File: config.mk
export PLATFORM = sky130hd
export DESIGN_NAME = midi_tx_arbiter
export DESIGN_NICKNAME = d
export VERILOG_FILES = /design/src/rtl/midi_tx_arbiter.sv
export SDC_FILE = /design/constraint.sdc
export NUM_CORES = 1
export LEC_CHECK = 0
export CELL_PAD_IN_SITES_DETAIL_PLACEMENT = 1
export CELL_PAD_IN_SITES_GLOBAL_PLACEMENT = 2
export CORE_ASPECT_RATIO = 1.2
export CORE_MARGIN = 2
export CORE_UTILIZATION = 31
export CTS_CLUSTER_SIZE = 10
export DETAILED_ROUTE_END_ITERATION = 16
export PLACE_DENSITY = 0.81
export SLEW_MARGIN = 40
export SYNTH_ARGS = -nofsm -noshare
export SYNTH_HDL_FRONTEND = slang
export SYNTH_SLANG_ARGS = --single-unit
File: constraint.sdc
create_clock -name clk -period 2.98 [get_ports clk]
set_input_delay 0.596 -clock clk [delete_from_list [all_inputs] [get_ports clk]]
set_output_delay 0.596 -clock clk [all_outputs]
set_load 0.02 [all_outputs]
File: src/rtl/midi_tx_arbiter.sv
// Two-requester MIDI message arbiter: round-robin grant, serialises status/data
// bytes to a UART with running-status suppression and inter-byte holdoff.
module midi_tx_arbiter #(
  parameter bit RUNNING_STATUS = 1'b1
) (
  input  logic       clk,
  input  logic       rst_n,
  input  logic       req0,
  input  logic       req1,
  input  logic [7:0] status0,
  input  logic [7:0] status1,
  input  logic [7:0] d1_0,
  input  logic [7:0] d1_1,
  input  logic [7:0] d2_0,
  input  logic [7:0] d2_1,
  output logic       ack0,
  output logic       ack1,
  input  logic       uart_ready,
  output logic [7:0] midi_byte,
  output logic       midi_send,
  output logic       busy,
  output logic       err
);

  localparam int unsigned BYTE_W = 8;

  typedef enum logic [1:0] {IDLE, SEND_ST, SEND_D1, SEND_D2} state_e;

  typedef struct packed {
    logic [BYTE_W-1:0] st;
    logic [BYTE_W-1:0] d1;
    logic [BYTE_W-1:0] d2;
  } msg_t;

  state_e            state_q, state_d;
  msg_t              msg_q, msg_d;
  logic [BYTE_W-1:0] last_status_q, last_status_d;
  logic              rr_last_q, rr_last_d;
  logic              ack0_q, ack0_d, ack1_q, ack1_d;
  logic              send_q, send_d, holdoff_q;
  logic [BYTE_W-1:0] byte_q, byte_d;
  logic              busy_q, busy_d, err_q, err_d;

  logic              grant_valid, grant1, skip_status, can_send, three_byte;
  msg_t              grant_msg;

  // Grant selection: a lone request always wins, a tie goes to the other side
  assign grant_valid = (state_q == IDLE) && (req0 || req1);
  assign grant1      = req1 && (!req0 || !rr_last_q);
  assign grant_msg   = grant1 ? '{st: status1, d1: d1_1 & 8'h7F, d2: d2_1 & 8'h7F}
                              : '{st: status0, d1: d1_0 & 8'h7F, d2: d2_0 & 8'h7F};
  assign skip_status = RUNNING_STATUS && grant_msg.st[7] && (grant_msg.st == last_status_q);
  assign can_send    = uart_ready && !holdoff_q;
  assign three_byte  = !((msg_q.st[7:4] == 4'hC) || (msg_q.st[7:4] == 4'hD));

  always_ff @(posedge clk or negedge rst_n) begin
    if (!rst_n) state_q <= IDLE;
    else        state_q <= state_d;
  end

  always_comb begin
    state_d = state_q;
    case (state_q)
      IDLE: begin
        if (grant_valid) begin
          if (grant_msg.st[7] && skip_status) state_d = SEND_D1;
          else                                state_d = SEND_ST;
        end
      end
      SEND_ST: begin
        if (!msg_q.st[7])  state_d = IDLE;
        else if (can_send) state_d = SEND_D1;
      end
      SEND_D1: if (can_send) state_d = three_byte ? SEND_D2 : IDLE;
      SEND_D2: if (can_send) state_d = IDLE;
      default: state_d = IDLE;
    endcase
  end

  always_comb begin
    msg_d         = msg_q;
    last_status_d = last_status_q;
    rr_last_d     = rr_last_q;
    ack0_d        = 1'b0;
    ack1_d        = 1'b0;
    send_d        = 1'b0;
    byte_d        = byte_q;
    err_d         = 1'b0;
    busy_d        = (state_d != IDLE);
    case (state_q)
      IDLE: begin
        if (grant_valid) begin
          msg_d     = grant_msg;
          ack0_d    = !grant1;
          ack1_d    = grant1;
          rr_last_d = grant1;
          if (skip_status) last_status_d = grant_msg.st;
        end
      end
      SEND_ST: begin
        if (!msg_q.st[7]) begin
          err_d = 1'b1;
        end else if (can_send) begin
          send_d        = 1'b1;
          byte_d        = msg_q.st;
          last_status_d = msg_q.st;
        end
      end
      SEND_D1: begin
        if (can_send) begin
          send_d = 1'b1;
          byte_d = msg_q.d1;
        end
      end
      SEND_D2: begin
        if (can_send) begin
          send_d = 1'b1;
          byte_d = msg_q.d2;
        end
      end
      default: ;
    endcase
  end

  // holdoff mirrors the strobe so the cycle after each send is never a send
  always_ff @(posedge clk or negedge rst_n) begin
    if (!rst_n) begin
      msg_q         <= '0;
      last_status_q <= '0;
      rr_last_q     <= 1'b1;
      ack0_q        <= 1'b0;
      ack1_q        <= 1'b0;
      send_q        <= 1'b0;
      holdoff_q     <= 1'b0;
      byte_q        <= '0;
      busy_q        <= 1'b0;
      err_q         <= 1'b0;
    end else begin
      msg_q         <= msg_d;
      last_status_q <= last_status_d;
      rr_last_q     <= rr_last_d;
      ack0_q        <= ack0_d;
      ack1_q        <= ack1_d;
      send_q        <= send_d;
      holdoff_q     <= send_d;
      byte_q        <= byte_d;
      busy_q        <= busy_d;
      err_q         <= err_d;
    end
  end

  assign ack0      = ack0_q;
  assign ack1      = ack1_q;
  assign midi_send = send_q;
  assign midi_byte = byte_q;
  assign busy      = busy_q;
  assign err       = err_q;

endmodule
==> impl_metrics.ini <==
[run_status]
status = finished, final reports clean

[sta]
period_needed_ps = 2520
rsz0062_at_grt = false
setup_viol_count_final = 0
final_hold_viol_count = 0
period_share_pct = 84.4
timing.fmax_mhz = 398
slew_viol_final = 0
hold_ws_ps = 276
tns_ps = 0
slew-limit-headroom_pct = 53.9
worst_pin_slew_ps = 692
skew_ps = 12.6

[clock_tree]
clk_path_buf_depth = 2
htree_levels = 2
clock_latency_ps = 300
cts_root_buffer = clkbuf_8
cts_buffers = 5
clk_pin_slew_ps = 90
hold_buffers = 0
post_cts_buffers = 0
cts.sinks = 46
cts-resized-gates = 0
cts_tree = built

[placed_design]
hpwl_mm = 4.51
gp_congestion = 0.720
io_buffers = 61

[power]
p_int_w = 0.00197
swShare_pct = 38.1
pwr-share-seq_pct = 39.7
switching_power_w = 0.00121
powerDensity_mw_per_mm2 = 1010
p_clk_share_pct = 14.8
max-vdd-ir-drop_v = 0.000445
leakagePower_nw = 1.41
combinationalPowerShare_pct = 45.5

[critical_path]
path_cells = clkdlybuf4s50_1 > a21boi_2 > buf_4 > a2111oi_2 > o22ai_1 > o31a_1 > buf_4 > mux2_4
timing.critical_path.mode_cell = buf_4
cpLargestDelayFamily = compound AO/OA/AOI/OAI gates
cp.arrival_ps = 2700
slowest_delay_ps = 550
path_buf_inv = 3
crit_type = in2reg
cp-start-kind = input pin
worst_path_max_delay_cell = clkdlybuf4s50_1
cp.required_ps = 3160
critPathMaxFanout = 6
crit_path_end_kind = flop

[final_layout]
drive_gt1_share_pct = 14.7
antenna_cells = 0
syn2layout_area_growth_pct = 35.4
multiInputGateArea_mm2 = 0.00104
nNetsFinal = 339
n_fill_cell = 824
seq_area_mm2 = 0.00115

[floorplanning]
core_area_mm2 = 0.00727
die_area_mm2 = 0.00822
die_y_um = 98.9
ios = 66
die_w_um = 83.1
core.rowCount = 34
start_util_pct = 32.0

[logic_synthesis]
synth_nets = 277
seq_area_frac_synth_pct = 49.5
synth_flop_cell = dfrtp_1
synth_cell_type_count = 36
ys_warn_count = 0
syn_inst = 224
synth-seq-cells = 46
async_flop_share_pct = 100
postSynthAreaPerCell_um2 = 10.4
netlist_area_mm2 = 0.00233
synth_edf_count = 0

[global_route]
grt-ovfl-total = 0
grt_max_degree = 47
antenna_found_initial = 0
grt_pass1_wl_mm = 10.1
grt_usage_pct = 15.3
grt_pass1_vias = 2030

[routing]
first_pass_iters = 6
via_per_inst = 5.14
wirelength_mm = 6.08
vias = 1931
drc = 0
wl_per_cell_um = 16.2
initialDrtViolationCount = 135
ant_nets = 0

[worst_hold_path]
hold_class = in2async

[run]
maxCapViolCount = 0
cells in the mapped netlist, drive strengths merged (4+ instances only):
library cell	n	area share, %
buf	6	1.8
o21ai	5	1.1
inv	21	3.4
nor2	24	3.9
clkbuf	6	0.97
a21oi	11	2.4
mux2i	9	3.9
a31oi	5	1.3
dfrtp	45	48
o221ai	4	1.5
nand2	23	3.7
mux2	20	11
a222oi	14	6.0
nand2b	4	1.1
worst paths after layout:
kind	from	endpoint	slack [ps]	cells after the start
setup / recovery	req0	last_status_q[6]	460	8
hold / removal	rst_n	last_status_q[2]	280	1
setup reg to reg	rr_last_q	last_status_q[6]	760	7
hold reg to reg	msg_q[13]	msg_q[13]	500	2
max in group asynchronous	rst_n	midi_byte[2]	2260	1
min in group clk	msg_q[13]	msg_q[13]	500	2
cell families after synthesis:
group,Yosys count,share of synthesized area (%)
AO/OA/AOI/OAI,52,17.4
multiplexers,29,14.7
buffers and inverters,33,6.19
XOR/XNOR,2,0.753
flip-flops,46,49.5
AND/OR/NAND/NOR,62,11.4
layout make-up:
type | count | share of cell area [%]
Timing Repair Buffer | 67 | 20.7
Multi-Input combinational cell | 145 | 33.0
Tap cell | 90 | 3.57
Inverter | 21 | 2.50
Clock buffer | 6 | 2.62
Clock inverter | 1 | 0.953
Sequential cell | 46 | 36.6
per-stage QoR:
step	cell area [um2]	util [%]	instances	worst slack [ps]	power (W)
final	3150	43.3	376	465	0.00318
after global routing	3150	43.3	376	355	0.00344
after CTS	3150	43.3	376	459	0.00324
after detailed placement	3040	41.8	369	135	0.00275
after global placement	3030	41.7	369	198	0.00270
after floorplan	2330	-	224	828	0.00219
power groups by stage:
stage,Clock (W),Combinational (W),Sequential (W)
floorplan,0,0.000966,0.00123
global placement,0,0.00143,0.00127
detailed placement,0,0.00147,0.00128
CTS,0.000493,0.00148,0.00127
global route,0.000517,0.00160,0.00132
finish,0.000469,0.00145,0.00126
layer usage:
layer  part of all wire [%]  GRT usage, %
met1                     44          19.5
met2                     48          25.3
met3                    5.9          3.94
met4                    1.3          5.30
met5                      0             0
placed cells by master, fill, tap and decap left out, types with 3 or more instances in the layout:
cell type         n
a31oi_1           5
clkdlybuf4s50_1  60
nor2_1           23
o21ai_0           4
mux2i_1           9
buf_4             7
mux2_2           13
nand2_1          23
mux2_4            7
clkbuf_8          6
o221ai_1          4
nand2b_1          4
and2_1            3
inv_1            21
nor2b_1           3
a21oi_1          11
a222oi_1         14
dfrtp_1          45
sequential cells by signal (all words and copies together), names as in the netlist:
name,flops
ack0,1
midi_byte,8
holdoff_q,1
state_q,2
err,1
rr_last_q,1
msg_q,22
last_status_q,8
ack1,1
busy,1
(Power assumes the default switching activity.)
==> edit, RTL diff (same settings) <==
The 4 states of `state_e` get a Gray code encoding in 2 bits.
--- a/src/rtl/midi_tx_arbiter.sv
+++ b/src/rtl/midi_tx_arbiter.sv
@@ -26,3 +26,3 @@
 
-  typedef enum logic [1:0] {IDLE, SEND_ST, SEND_D1, SEND_D2} state_e;
+  typedef enum logic [1:0] {IDLE = 2'b00, SEND_ST = 2'b01, SEND_D1 = 2'b11, SEND_D2 = 2'b10} state_e;
 
Check against the original RTL: no difference found for any inputs over 4 cycles, from zero or initial values and one cycle with rst_n low; so few cycles prove little.
==> edit against the original RTL <==
Wire length shrank 9.3%. Register-to-register slack gained 0.15 ns. Synthesized cell count increased by 0.45%. Clock skew shrank 0.0056 ns. Global-route usage decreased by 0.50 points. Sequential cell count stayed put. Count of clock-buffer cells in the layout down 1. Cell area fell by 2.4%. Worst setup slack worse by 0.018 ns. Cell count rose by 0.27%. Power is 8.9% lower. Synthesized area shrank 2.0%. Combinational power is 3% lower. Critical path type unchanged. Largest cell class unchanged. Largest power group unchanged. Highest routed layer unchanged.
==> edit: results (changes against the original RTL) <==
INFO  metric final_nets = 340 (+0.29%)
INFO  metric router_iterations_before_antenna_repair = 4 (-2)
INFO  metric routedWlPerCell = 14.6 µm (-9.5%)
INFO  metric post_synth_edffs = 0 (unchanged)
INFO  metric globalRouteTotalUtil = 14.8% (-0.50 points)
INFO  metric post_cts_repair_timing_setup_buffer_count = 0 (unchanged)
INFO  metric leakage = 0.00136 µW (-3.4%)
INFO  metric cts_made_buffers = 5 (unchanged)
INFO  metric io_buffers = 61 (unchanged)
INFO  metric cts_buffer_depth = 2 (unchanged)
INFO  metric dominantRegCellSynth = sky130_fd_sc_hd__dfrtp_1
INFO  metric clock_tree_root_driver_cell = sky130_fd_sc_hd__clkbuf_8
INFO  metric yosysSeqAreaShare = 50.5% (+1.0 points)
INFO  metric cts_max_level = 2 (unchanged)
INFO  metric yosysUniqueCellTypes = 33 (-8.3%)
INFO  metric final_standard_cell_count_with_taps_included_and_fillers_excluded = 377 (+0.27%)
INFO  metric synth_nets = 278 (+0.36%)
INFO  metric largest_register_ffs = 22 (unchanged)
INFO  metric worstMarginPinSlew = 0.632 ns (-0.0603 ns)
INFO  metric drive_above_1_share = 11.8% (-2.8 points)
INFO  metric vias_in_the_first_global_route = 1964 (-3.3%)
INFO  metric register_name_with_the_most_flops = msg_q
INFO  metric ys_warn_count = 0 (unchanged)
INFO  metric cp_data_arrival_time = 2.72 ns (+0.02 ns)
INFO  metric yosys-top-cells-count = 45 x sky130_fd_sc_hd__dfrtp_1, 39 x sky130_fd_sc_hd__nand2_1, 20 x sky130_fd_sc_hd__a21oi_1, 20 x sky130_fd_sc_hd__nor2_1, 15 x sky130_fd_sc_hd__a22oi_1
INFO  metric run_status = finished, final reports clean
INFO  metric cp_max_fo = 10 (+4)
INFO  metric clk_pin_slew_worst_paths = 0.08 ns
INFO  metric pin_count_of_the_biggest_net_entering_global_routing = 47 (unchanged)
INFO  metric place_inst = 370 (+0.27%)
INFO  metric grt_first_pass_wirelength = 9200 µm (-8.8%)
INFO  metric drt_iter0_drc = 81 (-40%)
INFO  metric min-delay-path-class = in2async
INFO  metric grt_antenna_before_repair = 0 (unchanged)
INFO  metric power.ir.vdd_worst = 0.318 mV (-29%)
INFO  metric clock_latency = 0.29 ns
INFO  metric cp_slowest_stage_delay = 0.50 ns (-0.05 ns)
INFO  metric post_cts_resized = 0 (unchanged)
INFO  metric hpwlAfterDp = 4170 µm (-7.5%)
INFO  metric synth_cells = 225 (+0.45%)
INFO  metric insertedDiodeCount = 0 (unchanged)
INFO  metric via_count_of_the_routed_design = 1820 (-5.7%)
INFO  metric timing.clock.skew = 0.00702 ns (-0.00557 ns)
INFO  metric synth.area.top_cells = sky130_fd_sc_hd__dfrtp_1 49%, sky130_fd_sc_hd__nand2_1 6.4%, sky130_fd_sc_hd__mux2i_1 6.1%
INFO  metric gp_congestion = 0.721 (+0.19%)
INFO  metric postSynth.asyncResetShare = 100% (unchanged)
INFO  metric slowest_stage = sky130_fd_sc_hd__clkdlybuf4s50_1
## edit: final timing paths
kind	startpoint	end	slack [ns]	cells past startpoint
max in group asynchronous	rst_n	midi_byte[5]	2.28	1
worst max-delay path	req1	last_status_q[0]	0.45	8
min in group clk	last_status_q[7]	last_status_q[7]	0.46	2
worst min-delay path	rst_n	msg_q[10]	0.29	1
worst min register to register	last_status_q[7]	last_status_q[7]	0.46	2
worst max register to register	rr_last_q	last_status_q[0]	0.91	7
## edit: layout make-up
type	instances	area, µm²
sequential	46	1150
multi-input combinational	163	1070
clock buffer	5	68.8
timing repair buffer	66	646
tap	90	113
inverter	5	18.8
fill	816	4120
clock inverter	2	10.0
## edit: report_power, final
group          leakage (µW)  internal (µW)  switching [µW]
clock network     0.0000438            158             196
registers          0.000558            932             215
logic              0.000762            676             720
total               0.00136           1770            1130
## edit: layer usage
| layer | GRT usage [%] | wire length [µm] |
|---|---|---|
| met5 | 0 | 0 |
| met4 | 5.00 | 81 |
| met3 | 3.23 | 276 |
| met2 | 25.4 | 2760 |
| met1 | 18.0 | 2390 |
## edit: worst max-delay path: cells and delay by family
family	cells	cell delay, ns
buf+inv	2	0.73
simple gates	1	0.19
mux	1	0.32
compound gates	4	0.87
## edit: cell families (layout without fill, tap and decap cells)
group	Yosys count	count (layout)	share of synthesized area [%]
AOI/OAI and AO/OA	52	52	14.6
buffers and inverters	16	78	2.96
xor gates and xnor gates	9	9	3.46
muxes	28	28	14.2
DFF	46	46	50.5
and+or+nand+nor	74	74	14.2
## edit: per-stage QoR
step	instance area [µm²]	setup slack, ns	util, %
after CTS	3070	0.435	42.8
final	3070	0.447	42.8
after global placement	2990	0.151	41.6
after floorplan	2280	1.02	-
after detailed placement	3000	0.118	41.7
after global routing	3070	0.368	42.8
